File: src/rtl/sdfm_comp_pkg.sv
// sdfm_comp_pkg: shared widths, flag state encoding and compare directions
// for the comparator threshold detector.
package sdfm_comp_pkg;
    localparam int DW_DEF = 32;
    localparam int CW_DEF = 4;
    typedef enum logic {ST_CLEAR = 1'b0, ST_TRIPPED = 1'b1} flag_st_t;
    typedef enum logic {CMP_GT = 1'b0, CMP_LT = 1'b1} cmp_dir_t;
endpackage

File: src/rtl/sdfm_comp_thr_side.sv
// sdfm_comp_thr_side: one limit side -- compare, consecutive-sample qualifier,
// trip flag FSM and a registered pulse on each CLEAR->TRIPPED transition.
module sdfm_comp_thr_side
    import sdfm_comp_pkg::*;
#(
    parameter int       DW  = DW_DEF,
    parameter int       CW  = CW_DEF,
    parameter cmp_dir_t DIR = CMP_GT
) (
    input  logic                 SYSCLK,
    input  logic                 SYSRSTn,
    input  logic signed [DW-1:0] data,
    input  logic signed [DW-1:0] thr,
    input  logic                 update,
    input  logic                 en,
    input  logic                 hclr,
    input  logic        [CW-1:0] fltn,
    input  logic                 clr,
    input  logic                 inten,
    output logic                 flag,
    output logic                 qual,
    output logic                 rise
);
    logic          raw;
    logic [CW-1:0] nq, cnt, cnt_nxt;
    flag_st_t      st, st_nxt;

    assign nq      = (fltn == '0) ? CW'(1) : fltn;
    assign raw     = (DIR == CMP_GT) ? (data > thr) : (data < thr);
    // Saturate at Nq, which also pulls cnt down if Nq was lowered below it.
    assign cnt_nxt = !raw ? '0 : (cnt >= nq) ? nq : cnt + 1'b1;

    always_ff @(posedge SYSCLK or negedge SYSRSTn) begin
        if (!SYSRSTn) begin
            cnt  <= '0;
            qual <= 1'b0;
        end else if (!en) begin
            cnt  <= '0;
            qual <= 1'b0;
        end else if (update) begin
            cnt  <= cnt_nxt;
            qual <= (cnt_nxt >= nq);
        end
    end

    always_ff @(posedge SYSCLK or negedge SYSRSTn) begin
        if (!SYSRSTn) begin
            st   <= ST_CLEAR;
            rise <= 1'b0;
        end else begin
            st   <= st_nxt;
            rise <= (st == ST_CLEAR) && (st_nxt == ST_TRIPPED) && inten;
        end
    end

    // A live qualified condition always beats a clear request.
    always_comb begin
        st_nxt = !en ? ST_CLEAR
               : (st == ST_CLEAR) ? (qual ? ST_TRIPPED : ST_CLEAR)
               : (!qual && (clr || hclr)) ? ST_CLEAR : ST_TRIPPED;
    end

    always_comb begin
        flag = (st == ST_TRIPPED);
    end
endmodule

File: src/rtl/sdfm_comp_thr.sv
// sdfm_comp_thr: high/low threshold detector on filtered comparator samples,
// producing trip flags, live qualifier status and a combined interrupt pulse.
module sdfm_comp_thr
    import sdfm_comp_pkg::*;
#(
    parameter int DW = DW_DEF,
    parameter int CW = CW_DEF
) (
    input  logic                 SYSCLK,
    input  logic                 SYSRSTn,
    input  logic signed [DW-1:0] comp_data_in,
    input  logic                 comp_data_update,
    input  logic                 reg_comphen,
    input  logic                 reg_complen,
    input  logic                 reg_comphclrflg,
    input  logic signed [DW-1:0] reg_hlt,
    input  logic signed [DW-1:0] reg_llt,
    input  logic        [CW-1:0] reg_cmpfltn,
    input  logic                 reg_clrh,
    input  logic                 reg_clrl,
    input  logic                 reg_intenh,
    input  logic                 reg_intenl,
    output logic                 comp_hflag,
    output logic                 comp_lflag,
    output logic                 comp_hqual,
    output logic                 comp_lqual,
    output logic                 comp_irq,
    output logic        [DW-1:0] comp_sample
);
    logic rise_h, rise_l;

    sdfm_comp_thr_side #(.DW(DW), .CW(CW), .DIR(CMP_GT)) u_hi (
        .SYSCLK (SYSCLK),
        .SYSRSTn(SYSRSTn),
        .data   (comp_data_in),
        .thr    (reg_hlt),
        .update (comp_data_update),
        .en     (reg_comphen),
        .hclr   (reg_comphclrflg),
        .fltn   (reg_cmpfltn),
        .clr    (reg_clrh),
        .inten  (reg_intenh),
        .flag   (comp_hflag),
        .qual   (comp_hqual),
        .rise   (rise_h)
    );

    sdfm_comp_thr_side #(.DW(DW), .CW(CW), .DIR(CMP_LT)) u_lo (
        .SYSCLK (SYSCLK),
        .SYSRSTn(SYSRSTn),
        .data   (comp_data_in),
        .thr    (reg_llt),
        .update (comp_data_update),
        .en     (reg_complen),
        .hclr   (reg_comphclrflg),
        .fltn   (reg_cmpfltn),
        .clr    (reg_clrl),
        .inten  (reg_intenl),
        .flag   (comp_lflag),
        .qual   (comp_lqual),
        .rise   (rise_l)
    );

    always_ff @(posedge SYSCLK or negedge SYSRSTn) begin
        if (!SYSRSTn)              comp_sample <= '0;
        else if (comp_data_update) comp_sample <= comp_data_in;
    end

    assign comp_irq = rise_h | rise_l;
endmodule
File: config.mk
export PLATFORM = sky130hd
export DESIGN_NAME = sdfm_comp_thr
export DESIGN_NICKNAME = d
export VERILOG_FILES = /design/src/rtl/sdfm_comp_pkg.sv /design/src/rtl/sdfm_comp_thr_side.sv /design/src/rtl/sdfm_comp_thr.sv
export SDC_FILE = /design/constraint.sdc
export NUM_CORES = 1
export LEC_CHECK = 0
export CAP_MARGIN = 25
export CORE_ASPECT_RATIO = 0.75
export CORE_UTILIZATION = 49
export CTS_BUF_LIST = sky130_fd_sc_hd__clkbuf_8 sky130_fd_sc_hd__clkbuf_16
export CTS_CLUSTER_SIZE = 20
export DETAILED_ROUTE_END_ITERATION = 12
export GPL_TIMING_DRIVEN = 0
export PLACE_DENSITY = 0.95
export SYNTH_ARGS = -nofsm -noshare
export SYNTH_HDL_FRONTEND = slang
export SYNTH_SLANG_ARGS = --single-unit
File: constraint.sdc
create_clock -name SYSCLK -period 8.8 [get_ports SYSCLK]
set_input_delay 2.2 -clock SYSCLK [delete_from_list [all_inputs] [get_ports SYSCLK]]
set_output_delay 2.2 -clock SYSCLK [all_outputs]
set_load 0.01 [all_outputs]
; Word-level counts from Yosys, hierarchy flattened
; Cells that the tools add are included.
[totals]
regBits = 46
in_bits = 110
out_inout_bits = 37
[classes]
addsub = 2
magnitude_cmp = 6
eq_ne = 2
mux = 21
n_bitwise = 3
reduce_logical = 11
[op_table]
columns = operator, count
row1 = 2-to-1 mux 4 bit, 9
row2 = > comparator 32 bit, 1
row3 = less-than comparator 32 bit, 1
row4 = greater-or-equal comparator 4 bit, 4
row5 = 2-to-1 mux 1 bit, 12
row6 = adder 4 x 1 -> 4 bit (second input constant), 2
row7 = logical AND 1 bit, 6
row8 = zero test 4 bit, 1
row9 = inequality test 2 bit (second input constant), 2
row10 = zero test 1 bit, 2
row11 = logical OR 1 bit, 2
row12 = NOT 1 bit, 2
row13 = OR 1 bit, 1

; Longest topological paths before layout
[depth]
ltp_word = 8
depth_mapped = 16

; Cells and area by module
; A second synthesis with hierarchy kept.
[hier_totals]
hier_cells = 427
hier_area_um2 = 4184.0
[modules_own_cells]
columns = mod, instances, cells_per_inst, area_per_inst_um2, seq_area_each_um2
row1 = sdfm_comp_thr_side at u_hi, 1, 188, 1481.4, 175.2
row2 = sdfm_comp_thr, 1, 69, 1351.3, 800.8
row3 = sdfm_comp_thr_side at u_lo, 1, 170, 1351.3, 175.2

; Least setup slack after synthesis
; OpenSTA, ideal clock, no wires.
[synth_timing]
path_kind = input to register
startpoint = input reg_hlt[31]
endpoint = register u_hi.qual
setup_time_ns = 0.135
arrival_time_ns = 5.123
slack_ns = 3.542
stages = 15
cell_sequence = inv_1 > ha_1 > nand4_2 > nor2_1 > a221o_1 > a211o_1 > or3_1 > a21o_1 > a211o_1 > ha_1 > nand2b_1 > a21o_1 > a21o_1 > a21oi_1 > a21oi_1
[synth_between]
elab_chain_len = 5
[synth_lines]
columns = item, line_no
row1 = from (decl), sdfm_comp_thr.sv:16  ; input logic signed [DW-1:0] reg_hlt,
row2 = > comparator 32 bit, sdfm_comp_thr_side.sv:29  ; assign raw = (DIR == CMP_GT) ? (data > thr) : (data < thr);
row3 = 2-to-1 mux 4 bit, sdfm_comp_thr_side.sv:31  ; assign cnt_nxt = !raw ? '0 : (cnt >= nq) ? nq : cnt + 1'b1;
row4 = greater-or-equal comparator 4 bit, sdfm_comp_thr_side.sv:42  ; qual <= (cnt_nxt >= nq);
row5 = 2-to-1 mux 1 bit, sdfm_comp_thr_side.sv:40  ; end else if (update) begin
row6 = 2-to-1 mux 1 bit, sdfm_comp_thr_side.sv:37  ; end else if (!en) begin
row7 = to (signal assigned), sdfm_comp_thr_side.sv:42
row8 = to (decl), sdfm_comp_thr_side.sv:21  ; output logic qual,
; No other way between the ends. The select of a mux whose other input is x is not followed.
; A chain may end at the register's enable or synchronous reset.

; Final worst setup path
[layout_timing]
startpoint = input comp_data_in[21]
endpoint = register u_hi.qual
[layout_between]
elab_chain_len = 5
[layout_lines]
columns = item, line_no
row1 = from (decl), sdfm_comp_thr.sv:11  ; input logic signed [DW-1:0] comp_data_in,
row2 = > comparator 32 bit, sdfm_comp_thr_side.sv:29
row3 = 2-to-1 mux 4 bit, sdfm_comp_thr_side.sv:31
row4 = greater-or-equal comparator 4 bit, sdfm_comp_thr_side.sv:42
row5 = 2-to-1 mux 1 bit, sdfm_comp_thr_side.sv:40
row6 = 2-to-1 mux 1 bit, sdfm_comp_thr_side.sv:37
; No other way between the ends. The select of a mux whose other input is x is not followed.

==> impl_results.md <==
* Antenna violations before repair at 0
* Vias in the first global route at 4043
* DP Cell Count at 683
* Mapped Nets at 627
* DRT Pass-1 Iters at 5
* Clk_lat worst skew at 300 ps
* Total Routed Length at 11.56 mm
* Final Hold Viols at 0
* Layout area overhead at 42.15%
* M1 WL at 5.186 mm
* Worst Hold Class: reg -> reg
* Clock slew at reported path FFs at 80 ps
* Post-route ant nets at 0
* Final GP Congestion at 0.8383
* Final period util at 0.6580
* Worst clock skew at 7.588 ps
* Synth Area in XOR/XNOR at 0.006635
* Synth Area in Compound Gates at 0.1428
* Vias per cell at 5.549
* # setup viols final at 0
* CTS resizes at 0
* Final core utilization at 0.7439
* Chip Width at 105.8 um
* Final Critical Period at 5791 ps
* Pwr dens at 105.9 nW/um^2
* DRT iter0 DRCs at 272
* Chip height at 79.86 um
* Startpoint types: input pin
* Yosys warning total at 0
* Post CTS Setup Buffer Count at 0
* Cells after Synth at 436
* Met2 wire length at 5.468 mm
* Pwr Total at 0.5959 mW
* Post-synthesis register bit count at 46
* Final Non-Filler Cells at 690
* RSZ-0062 raised after global routing: false
* WL met3 at 677 um
* Worst-Margin Slew at 692.4 ps
* Total CTS buffers at 5
* CTS sink count at 46
* # rows at 27
* Ratio of cells with drive above 1 in the final layout at 0.07131
* Sequential area share after synthesis at 0.2907
* WL/cell at 16.76 um
* Commonest non-fill, non-tap cells in the layout: clkdlybuf4s50_1, ha_1, inv_1
* Async SR Flop Fraction at 1.000
* DR vias at 3829
* Simple-gate portion of the synthesized area at 0.1327
* Residual DRC at 0
* Root Buffer: clkbuf_8
* Crit path required time at 8960 ps
* # H-tree levels at 2
* Critical path arrival at 5950 ps
* Top sig layer: met4
* Clk buf depth at 2
* Leading cell type in the layout, fill and taps excluded: clkdlybuf4s50_1
* Adder-cell share of the synthesized area at 0.2559
* DIE AREA at 8449 sq um
* Ant. Diodes at 0
* Slew Limit Headroom at 0.5384
* Largest family of logic cells by synthesized area: adder cells
* Largest net degree at the start of global routing at 34
* Total gr overflow at 0
* Max Cap Violations at 0
* Overall routing resource usage at 0.2830
* Starting Density at 0.5233
* Fin. max-slew vios at 0
* Dpl hpwl at 9.475 mm
* VDD IR max at 0.06756 mV
* Mux share of post-synthesis cell area at 0.09352
* Top FF cell, synth: dfrtp_1
* Synth Cell Area at 3960 sq um
* # IOs at 147
* Syn Area/Cell at 9.083 sq um
* Critical Path Sink Type: flop
* Hold buffers post-CTS at 0
* First-pass GRT wire length at 18.92 mm
* Crit Path Max Fanout at 8
* Port bufs at 145
* CTS tree: done
* Leakage at 2.761 nW
* Critical path type: in -> reg
* Max Clk Rate at 0.1727 GHz
* CORE AREA at 7567 sq um
* Post-synth EDFFs at 0
* Final-stage net count at 780
* Setup TNS at 0 ps
* Status: finished clean
* Distinct cells, synth at 44
* Filler cells at 532
==> report_power, final <==
| group | switching, mW | leakage, nW | internal, mW |
|---|---|---|---|
| registers | 0.0113 | 0.566 | 0.229 |
| logic | 0.103 | 2.15 | 0.129 |
| clock network | 0.0715 | 0.0466 | 0.0526 |
==> worst paths after layout <==
kind,startpoint,endpoint,slack [ps],cells after the start
hold / removal,comp_sample[8],comp_sample[8],510,1
setup / recovery,comp_data_in[21],u_hi.qual,3010,15
min in group asynchronous,SYSRSTn,comp_sample[18],1790,1
max in group asynchronous,SYSRSTn,comp_sample[4],6500,2
hold reg to reg,comp_sample[8],comp_sample[8],510,1
setup reg to reg,u_lo.cnt[0],u_lo.qual,5530,14
==> critical path, cell delays in order <==
cell and delay [ps]:
clkdlybuf4s50_1 480, ha_1 350, a21oi_1 170, o21ai_0 140, a221o_1 340, a211o_1 320, or3_1 350, a21o_1 280
a211o_1 300, ha_1 280, nand2b_1 150, a21o_1 180, a21o_1 170, a21oi_1 130, a21oi_1 80
==> state kept, by name (all words and copies together) (netlist names) <==
signal,flops
comp_sample,32
u_lo.qual,1
u_hi.flag,1
u_lo.flag,1
u_hi.qual,1
u_hi.rise,1
u_lo.cnt,4
u_hi.cnt,4
u_lo.rise,1
==> synthesized netlist by cell type (2+ instances only) <==
cell type   n  area (sq um)
ha_1       81          1013
inv_1      75         281.5
dfrtp_1    46          1151
a21oi_1    33         165.2
mux2_2     32         360.4
nand2_1    29         108.9
nor2_1     19         71.32
o21ai_0    16         80.08
a21o_1     12         90.09
nand4_1    12         75.07
nand2b_1    9         56.30
nand3_1     8         40.04
clkbuf_1    7         26.28
nor3_1      5         25.02
a221oi_1    4         35.03
a31oi_1     3         18.77
nand3b_1    3         22.52
nor2b_1     3         18.77
nor4_1      3         18.77
o31ai_1     3         22.52
o32ai_1     3         26.28
a211o_1     2         17.52
a21boi_0    2         15.01
and3_1      2         12.51
and3b_1     2         17.52
o21a_1      2         15.01
or3_1       2         12.51
xnor2_1     2         17.52
==> cell type report <==
| cell class | instances | area [sq um] | area share |
|---|---|---|---|
| multi-input combinational | 308 | 2501 | 0.4443 |
| sequential | 46 | 1151 | 0.2045 |
| clock buffer | 5 | 68.82 | 0.01222 |
| tap | 101 | 126.4 | 0.02245 |
| inverter | 75 | 281.5 | 0.05001 |
| timing repair buffer | 146 | 1466 | 0.2605 |
| buffer | 7 | 26.28 | 0.004668 |
| clock inverter | 2 | 7.507 | 0.001334 |
==> layer usage <==
layer | global-route usage | vias up
met1 | 0.3455 | 1798
met5 | 0 | -
li1 | - | 1856
met4 | 0.08889 | 0
met3 | 0.05388 | 25
met2 | 0.5059 | 150
==> per-stage QoR <==
stage	hold WS [ps]	instance area, sq um	setup WS [ps]
final	514.3	5629	3009
after global routing	535.1	5629	2882
after CTS	516.3	5629	3059
after detailed placement	496.5	5553	2764
after global placement	490.1	5538	2822
after floorplan	528.6	3960	3542
==> kinds of logic (layout without fill, tap and decap cells) <==
| group | Yosys count | in the layout |
|---|---|---|
| AOI/OAI and AO/OA | 89 | 89 |
| xor gates and xnor gates | 3 | 3 |
| adders and majority gates | 81 | 81 |
| buffers and inverters | 82 | 235 |
| DFF | 46 | 46 |
| muxes | 33 | 33 |
| and+or+nand+nor | 102 | 102 |
Note: power is estimated with default switching activity, not from simulation.
